`src/rtl/ecg_sample_decimator.sv`:
```
// ECG decimator: boxcar-averages 2^DEC_LOG2 samples, flags rail hits and lead-off, and queues results in a show-ahead FIFO.
// Latency: one cycle from the final strobe of a window to out_valid. Backpressure: out_ready pops the FIFO; a full FIFO drops new results and sets the sticky overflow flag.

module ecg_fifo #(
  parameter int W    = 8,
  parameter int LOG2 = 2
) (
  input  logic          clk,
  input  logic          rst,
  input  logic          push,
  input  logic          pop,
  input  logic [W-1:0]  wr_dat,
  output logic [W-1:0]  rd_dat,
  output logic [LOG2:0] level,
  output logic          full,
  output logic          empty
);
  localparam int DEPTH = 1 << LOG2;
  localparam logic [LOG2:0] FULL_LVL = DEPTH[LOG2:0];
  localparam logic [LOG2:0] PTR_ONE  = {{LOG2{1'b0}}, 1'b1};

  logic [W-1:0]  mem [DEPTH];
  logic [LOG2:0] wr_ptr, rd_ptr;
  logic          do_push, do_pop;

  // Pointers carry one extra wrap bit so full and empty are distinguishable.
  assign level   = wr_ptr - rd_ptr;
  assign empty   = (wr_ptr == rd_ptr);
  assign full    = (level == FULL_LVL);
  assign do_pop  = pop && !empty;
  assign do_push = push && (!full || do_pop);
  assign rd_dat  = mem[rd_ptr[LOG2-1:0]];

  always_ff @(posedge clk) begin
    if (rst) begin
      wr_ptr <= '0;
      rd_ptr <= '0;
    end else begin
      if (do_push) wr_ptr <= wr_ptr + PTR_ONE;
      if (do_pop)  rd_ptr <= rd_ptr + PTR_ONE;
    end
  end

  always_ff @(posedge clk) begin
    if (do_push) mem[wr_ptr[LOG2-1:0]] <= wr_dat;
  end
endmodule

module ecg_sample_decimator #(
  parameter int DW        = 24,
  parameter int DEC_LOG2  = 2,
  parameter int FIFO_LOG2 = 2,
  parameter int SAT_RUN   = 4
) (
  input  logic                 clk,
  input  logic                 rst,
  input  logic                 in_valid,
  input  logic [DW-1:0]        in_sample,
  output logic                 out_valid,
  input  logic                 out_ready,
  output logic [DW-1:0]        out_sample,
  output logic                 out_sat,
  output logic [FIFO_LOG2:0]   fifo_level,
  output logic                 overflow,
  input  logic                 clear_ovf,
  output logic                 lead_off
);
  typedef struct packed {
    logic [DW-1:0] sample;
    logic          sat;
  } entry_t;

  localparam int AW = DW + DEC_LOG2;
  localparam logic [DW-1:0] RAIL_POS = {1'b0, {(DW-1){1'b1}}};
  localparam logic [DW-1:0] RAIL_NEG = {1'b1, {(DW-1){1'b0}}};
  localparam logic [7:0]    SAT_THR  = 8'(SAT_RUN);
  localparam logic [DEC_LOG2-1:0] CNT_ONE = {{(DEC_LOG2-1){1'b0}}, 1'b1};

  logic signed [AW-1:0] acc, sum, avg;
  logic [DEC_LOG2-1:0]  win_cnt;
  logic                 win_sat, is_rail, win_last;
  logic [7:0]           rail_cnt, rail_nxt;
  logic                 push_vld, pop_vld, fifo_full, fifo_empty;
  entry_t               push_dat, head_dat;

  assign is_rail  = (in_sample == RAIL_POS) || (in_sample == RAIL_NEG);
  assign sum      = acc + $signed({{DEC_LOG2{in_sample[DW-1]}}, in_sample});
  assign avg      = sum >>> DEC_LOG2;
  assign win_last = in_valid && (win_cnt == '1);
  assign push_vld = win_last;
  assign push_dat = '{sample: avg[DW-1:0], sat: win_sat | is_rail};
  assign pop_vld  = out_valid && out_ready;

  // Run counter saturates so a long lead-off never wraps back below threshold.
  assign rail_nxt = !is_rail ? 8'd0 : ((rail_cnt == 8'hFF) ? 8'hFF : rail_cnt + 8'd1);

  always_ff @(posedge clk) begin
    if (rst) begin
      acc      <= '0;
      win_cnt  <= '0;
      win_sat  <= 1'b0;
      rail_cnt <= 8'd0;
      lead_off <= 1'b0;
      overflow <= 1'b0;
    end else begin
      if (in_valid) begin
        rail_cnt <= rail_nxt;
        lead_off <= (rail_nxt >= SAT_THR);
        if (win_last) begin
          acc     <= '0;
          win_cnt <= '0;
          win_sat <= 1'b0;
        end else begin
          acc     <= sum;
          win_cnt <= win_cnt + CNT_ONE;
          win_sat <= win_sat | is_rail;
        end
      end
      // A drop in the same cycle as clear_ovf keeps the flag set.
      if (push_vld && fifo_full && !pop_vld) overflow <= 1'b1;
      else if (clear_ovf)                    overflow <= 1'b0;
    end
  end

  ecg_fifo #(
    .W    ($bits(entry_t)),
    .LOG2 (FIFO_LOG2)
  ) u_fifo (
    .clk    (clk),
    .rst    (rst),
    .push   (push_vld),
    .pop    (pop_vld),
    .wr_dat (push_dat),
    .rd_dat (head_dat),
    .level  (fifo_level),
    .full   (fifo_full),
    .empty  (fifo_empty)
  );

  assign out_valid  = !fifo_empty;
  assign out_sample = out_valid ? head_dat.sample : '0;
  assign out_sat    = out_valid & head_dat.sat;
endmodule

```
`config.mk`:
```
export PLATFORM = sky130hd
export DESIGN_NAME = ecg_sample_decimator
export DESIGN_NICKNAME = d
export VERILOG_FILES = /design/src/rtl/ecg_sample_decimator.sv
export SDC_FILE = /design/constraint.sdc
export NUM_CORES = 1
export LEC_CHECK = 0
export BUFFER_PORTS_ARGS = -buffer_cell sky130_fd_sc_hd__buf_2
export CORE_MARGIN = 2
export CORE_UTILIZATION = 30
export CTS_CLUSTER_SIZE = 30
export DETAILED_ROUTE_END_ITERATION = 8
export SYNTH_ARGS = -nofsm -noshare
export SYNTH_HDL_FRONTEND = slang
export SYNTH_HIERARCHICAL = 1
export SYNTH_SLANG_ARGS = --single-unit
```
`constraint.sdc`:
```
create_clock -name clk -period 3.9 [get_ports clk]
set_input_delay 1.17 -clock clk [delete_from_list [all_inputs] [get_ports clk]]
set_output_delay 1.17 -clock clk [all_outputs]
set_load 0.005 [all_outputs]
```
==> results of run 1 <==
-- worst max-delay path by stage --
stage,from,end,slack [ns],cells past startpoint
floorplan,in_sample[0],acc[24],0.69,10
global placement,in_sample[0],acc[22],0.28,11
detailed placement,in_sample[0],acc[22],0.26,11
CTS,u_fifo/wr_ptr[0],out_sample[2],0.53,7
global route,u_fifo/wr_ptr[0],out_sample[2],0.40,7
finish,u_fifo/wr_ptr[0],out_sample[0],0.57,7
-- per-layer routing --
layer | vias to the layer above | share of wire [%]
met1 | 2297 | 48
met4 | 0 | 0.78
met5 | - | 0
li1 | 2351 | -
met3 | 8 | 3.7
met2 | 75 | 47
-- flip-flops by register name (all words and copies together), names as in the netlist, named ones only --
register	flops
acc	26
overflow	1
u_fifo/rd_ptr	3
rail_cnt	8
lead_off	1
win_cnt	2
win_sat	1
u_fifo/wr_ptr	3
u_fifo/mem	100
-- layout make-up --
cell class              count  area (um^2)
clock buffers              20          447
clock inverters            12          154
fillers                  2411        15500
inverters                  14         52.6
multi-input cells         397         3170
flip-flops and latches    147         3950
well taps                 324          405
repair buffers             74          420
-- logic make-up after synthesis --
| group | after synthesis | share of synthesized area (%) |
|---|---|---|
| and+or+nand+nor | 164 | 11.5 |
| xor gates and xnor gates | 28 | 3.47 |
| DFF | 147 | 54.1 |
| adders and majority gates | 36 | 6.39 |
| muxes | 32 | 8.88 |
| AOI/OAI and AO/OA | 137 | 13.2 |
| buffers and inverters | 43 | 2.40 |
-- cell usage in the layout, fill, tap and decap left out, types with 3 or more instances in the layout --
cell / count
buf_4: 14
bufinv_16: 3
a21o_1: 12
ha_1: 34
o21bai_1: 4
o211ai_1: 4
inv_1: 13
a211oi_1: 7
nor2_1: 37
o21ai_0: 12
nor2b_1: 31
nand3_1: 12
dfxtp_1: 46
a22o_1: 9
nand4_1: 11
nand2_1: 34
xor2_1: 10
clkinv_4: 3
mux2i_1: 4
o21ai_1: 9
nor3_1: 5
edfxtp_1: 100
xnor2_1: 17
a31oi_1: 4
and2_1: 7
nand2b_1: 5
clkbuf_16: 17
buf_2: 59
nor4_1: 8
o31ai_1: 3
nand3b_1: 3
mux4_2: 25
a22oi_1: 13
a21oi_1: 39
clkinv_2: 4
and3_1: 4
-- critical path, delay by kind of cell (launching register included) --
family,cells,cell delay [ns]
and+or+nand+nor,3,0.46
buffers and inverters,3,0.52
DFF,1,0.38
adders and majority gates,1,0.37
-- power by group --
part	internal (mW)	switching, mW	total, mW
logic	0.262	0.449	0.711
clock network	1.03	0.634	1.66
registers	1.84	0.0298	1.87
==> metrics.md, run 1 <==
| Metric | Value |
|---|---|
| Top Ports | `60` |
| CTS tree | `done` |
| Placed insts | `956` |
| Hold Path Class | `flop to flop` |
| Setup Total Neg Slack | `0 ns` |
| Die Wd | `160 um` |
| RSZ-0062 raised after global routing | `no` |
| Actual slew at the worst max-slew pin | `0.615 ns` |
| Placed cell areas | `7990 um^2` |
| Synthesized area | `7280 um^2` |
| Initial drt markers | `320` |
| Seq cells post-synth | `147` |
| Crit path kind | `flop to output port` |
| Hold Worst Slack | `0.477 ns` |
| Lkg Pwr | `3.17 nW` |
| Start point of the worst hold path | `acc[0]` |
| CP arrival | `2.16 ns` |
| Area grow syn2layout | `18.0%` |
| Routed WL | `16100 um` |
| Synth cell count leaders | `edfxtp_1 (100), dfxtp_1 (47), a21oi_1 (39)` |
| Outcome | `finished, final reports clean` |
| Met2 usage | `21.1%` |
| Clock Latency Late Sink | `0.42 ns` |
| Pre-CTS setup slack | `0.261 ns` |
| Net Count, Synth | `652` |
| Num CTS Buffers | `17` |
| Post-synth EDFFs | `100` |
| Met1 usage | `18.2%` |
| Layout cells sized above 1 | `22.4%` |
| Vias per inst | `4.79` |
| Clock skew | `0.00954 ns` |
| Final Net Count | `716` |
| Worst setup margin | `0.569 ns` |
| Syn Inst Count | `587` |
| Register area share after synthesis | `54.1%` |
| Most instantiated library cell after synthesis | `edfxtp_1` |
| DRC | `0` |
| Worst r2r path cells | `10` |
| Final Non-Filler Cells | `988` |
| Power density over cell area | `493 nW/um^2` |
| Port Buffers | `59` |
| CP max FO | `27` |
| CP Capture Type | `output port` |
| Top_reg_cell synth | `edfxtp_1` |
| Final hold vios | `0` |
| Reg2reg setup slack | `0.89 ns` |
| Synthesized area per cell | `12.4 um^2` |
| Num rows | `57` |
| Worst r2r src | `u_fifo/wr_ptr[0]` |
| Slew margin rel. | `58.6%` |
| Grt total ovfl | `0` |
| Period utilization | `85.4%` |
| Chip height | `160 um` |
| Die Area | `25500 um^2` |
| Reg clk slew, reported paths | `0.06 ns` |
| CP cell instances | `inv_1 > ha_1 > nand2_1 > nor2_2 > buf_4 > nor2b_1 > buf_2` |
| Req. time, crit path | `2.73 ns` |
| Initial core utilization | `30.2%` |
| Final Core Density | `35.6%` |
| # setup viols final | `0` |
| CTS Sinks | `147` |
| Setup Buffers After CTS | `0` |
| CP Launch Type | `flop` |
| Hold path cells | `2` |
| Slowest library cell on the worst path | `dfxtp_1` |
| CTS max path bufs | `2` |
| Vias in the first global route | `4722` |
| Largest stage delay, worst path | `0.38 ns` |
| Total Power | `4.24 mW` |
| Minimum clock period | `3.33 ns` |
| Via Count | `4731` |
| Fmax | `300 MHz` |
| RD Place Congestion | `0.840` |
| Yosys top cell area share | `41.2%` |
| Cell taking the most area after synthesis | `edfxtp_1` |
| Post-synth cell types | `62` |
| H-tree depth | `4` |
| Wire per inst | `16.3 um` |
| Cts hold-fix bufs | `0` |
| Resized cells post-CTS | `0` |
| Post-DP HPWL | `11300 um` |
| First-pass GRT wire length | `26100 um` |
| Maximum vdd drop | `0.313 mV` |
| Initial antenna violation count | `0` |
| Final instance area | `8590 um^2` |
| Slew Viols, Final | `0` |
| GRT busiest layer | `met2` |
| Root buf cell | `clkbuf_16` |
| Yosys warns | `6` |
| Global-route met3 utilization | `3.06%` |
| Hold Path End | `acc[0]` |
| Core area | `24100 um^2` |
| GR Util All Layers | `13.3%` |
| Synth top area cells | `edfxtp_1 (41%), dfxtp_1 (13%), mux4_2 (7.7%)` |
| Max-Cap Viols | `0` |
| Final ANT Viol Nets | `0` |
| Largest net degree at the start of global routing | `28` |
| Diode count | `0` |
| DR pass1 iterations | `4` |
| Ys async rst share | `0%` |
| Worst flop-to-flop path endpoint | `u_fifo/mem[2][13]` |
No activity file was read; power rests on OpenSTA's default activity.
==> run 2, diff against run 1 <==
Settings changed: REMOVE_ABC_BUFFERS set to 1.
==> metrics.md, run 2 (same netlist as run 1, synthesis figures left out) <==
| Metric | Value |
|---|---|
| Reg clk slew, reported paths | `0.06 ns (about the same)` |
| # setup viols final | `0 (unchanged)` |
| Period utilization | `86.7% (+1.3 points)` |
| Largest stage delay, worst path | `0.38 ns (about the same)` |
| Hold Path Class | `flop to flop` |
| Setup Total Neg Slack | `0 ns (unchanged)` |
| Hold Worst Slack | `0.479 ns (+0.00181 ns)` |
| Fmax | `296 MHz (-1.5%)` |
| H-tree depth | `4 (unchanged)` |
| Slowest library cell on the worst path | `dfxtp_1` |
| Filler cell count | `2457 (+1.9%)` |
| Initial drt markers | `261 (-18%)` |
| Worst r2r src | `u_fifo/wr_ptr[0]` |
| Worst Setup SP | `u_fifo/wr_ptr[0]` |
| Start point of the worst hold path | `lead_off` |
| Via Count | `4837 (+2.2%)` |
| Outcome | `finished, final reports clean` |
| CP Launch Type | `flop` |
| CP arrival | `2.21 ns (+0.05 ns)` |
| Maximum vdd drop | `0.273 mV (-13%)` |
| Final instance area | `8530 um^2 (-0.67%)` |
| Final Non-Filler Cells | `988 (unchanged)` |
| RD Place Congestion | `0.872 (+3.8%)` |
| CTS max path bufs | `2 (unchanged)` |
| Most frequent cells in the layout | `edfxtp_1 (100), buf_2 (59), dfxtp_1 (46)` |
| Final hold vios | `0 (unchanged)` |
| Placed cell areas | `7980 um^2 (-0.16%)` |
| CP max FO | `26 (-3.7%)` |
| Routed WL | `16500 um (+2.3%)` |
| Final ANT Viol Nets | `0 (unchanged)` |
| Setup Buffers After CTS | `0 (unchanged)` |
| Initial core utilization | `30.2% (unchanged)` |
| Vias per inst | `4.90 (+2.2%)` |
| DRC | `0 (unchanged)` |
| Wire per inst | `16.7 um (+2.3%)` |
| Clock skew | `0.00836 ns (-0.00118 ns)` |
| Cts hold-fix bufs | `0 (unchanged)` |
| Post-DP HPWL | `11300 um (+0.14%)` |
| Lkg Pwr | `3.14 nW (-0.84%)` |
| Worst flop-to-flop path endpoint | `u_fifo/mem[2][7]` |
| Area occupied by registers | `3950 um^2 (unchanged)` |
| Placed insts | `956 (unchanged)` |
| Minimum clock period | `3.38 ns (+0.0495 ns)` |
| CTS Sinks | `147 (unchanged)` |
| Final Net Count | `716 (unchanged)` |
| Layout cells sized above 1 | `22.3% (-0.15 points)` |
| Power density over cell area | `485 nW/um^2 (-1.7%)` |
| Resized cells post-CTS | `0 (unchanged)` |
| Core area | `24100 um^2 (unchanged)` |
| Root buf cell | `clkbuf_16` |
| CP endpoint | `out_sample[0]` |
| Actual slew at the worst max-slew pin | `0.624 ns (+0.00901 ns)` |
| Initial antenna violation count | `1 (+1)` |
| Vias in the first global route | `4838 (+2.5%)` |
| Slew margin rel. | `58.1% (-0.52 points)` |
| Req. time, crit path | `2.73 ns (about the same)` |
| Die Area | `25500 um^2 (unchanged)` |
| Crit path kind | `flop to output port` |
| Worst r2r path cells | `9 (-1)` |
| GR Util All Layers | `13.4% (+0.18 points)` |
| Max reg flops | `100 (unchanged)` |
| CP cell instances | `inv_1 > ha_1 > nand2_1 > nor2_2 > buf_4 > nor2b_1 > buf_2` |
| Diode count | `0 (unchanged)` |
| Die Wd | `160 um (unchanged)` |
| Num CTS Buffers | `17 (unchanged)` |
| Slew Viols, Final | `0 (unchanged)` |
| Multi-input logic area | `3170 um^2 (unchanged)` |
| Largest net degree at the start of global routing | `28 (unchanged)` |
| First-pass GRT wire length | `26300 um (+0.95%)` |
| Clock Latency Late Sink | `0.42 ns (about the same)` |
| Area grow syn2layout | `17.2%` |
| DR pass1 iterations | `4 (unchanged)` |
| CP Capture Type | `output port` |
| RSZ-0062 raised after global routing | `no` |
| Top Ports | `60 (unchanged)` |
| Grt total ovfl | `0 (unchanged)` |
| Max-Cap Viols | `0 (unchanged)` |
| CTS tree | `done` |
| Port Buffers | `59 (unchanged)` |
| Chip height | `160 um (unchanged)` |
| Reg2reg setup slack | `1.12 ns (+0.23 ns)` |
| Num rows | `57 (unchanged)` |
| Most common cell after layout, fill and taps aside | `edfxtp_1` |
run 2: cell type report:
cell class,count,share of cell area (%)
inverter,14,0.616
sequential,147,46.2
clock inverter,13,1.44
clock buffer,19,5.07
tap,324,4.75
multi-input combinational,397,37.1
timing repair buffer,74,4.78
run 2: worst min-delay path by stage:
stage | slack, ns | depth (start not counted) | end
2_1_floorplan | 0.44 | 2 | acc[0]
3_3_place_gp | 0.46 | 2 | acc[0]
3_5_place_dp | 0.47 | 1 | acc[16]
4_1_cts | 0.48 | 2 | lead_off
5_1_grt | 0.50 | 2 | rail_cnt[1]
6_report | 0.48 | 2 | lead_off
run 2: worst max-delay path: cells and delay by family, from the launching register on:
family | cells | cell delay [ns]
buffers and inverters | 3 | 0.52
AND/OR/NAND/NOR | 3 | 0.51
flip-flops | 1 | 0.38
adder cells (fa/ha/maj) | 1 | 0.35
run 2: metrics by stage:
step / total power, mW / setup slack [ns] / utilization [%]
after floorplan: 2.41 / 0.686 / -
after global placement: 2.61 / 0.359 / 33.1
after detailed placement: 2.62 / 0.304 / 33.1
after CTS: 4.17 / 0.492 / 35.4
after global routing: 4.34 / 0.386 / 35.4
final: 4.14 / 0.520 / 35.4
run 2: power by group:
group	switching [mW]	leakage [nW]	internal (mW)	total (mW)
Combinational	0.461	1.59	0.262	0.724
Sequential	0.0312	1.28	1.84	1.87
Clock	0.659	0.275	0.886	1.55
run 2: routing by layer:
| metal | share of wire [%] | track usage [%] | up-vias |
|---|---|---|---|
| li1 | - | - | 2349 |
| met1 | 45 | 17.2 | 2342 |
| met2 | 48 | 22.2 | 116 |
| met3 | 5.0 | 3.19 | 28 |
| met4 | 2.1 | 5.12 | 2 |
| met5 | 0.079 | 0 | - |
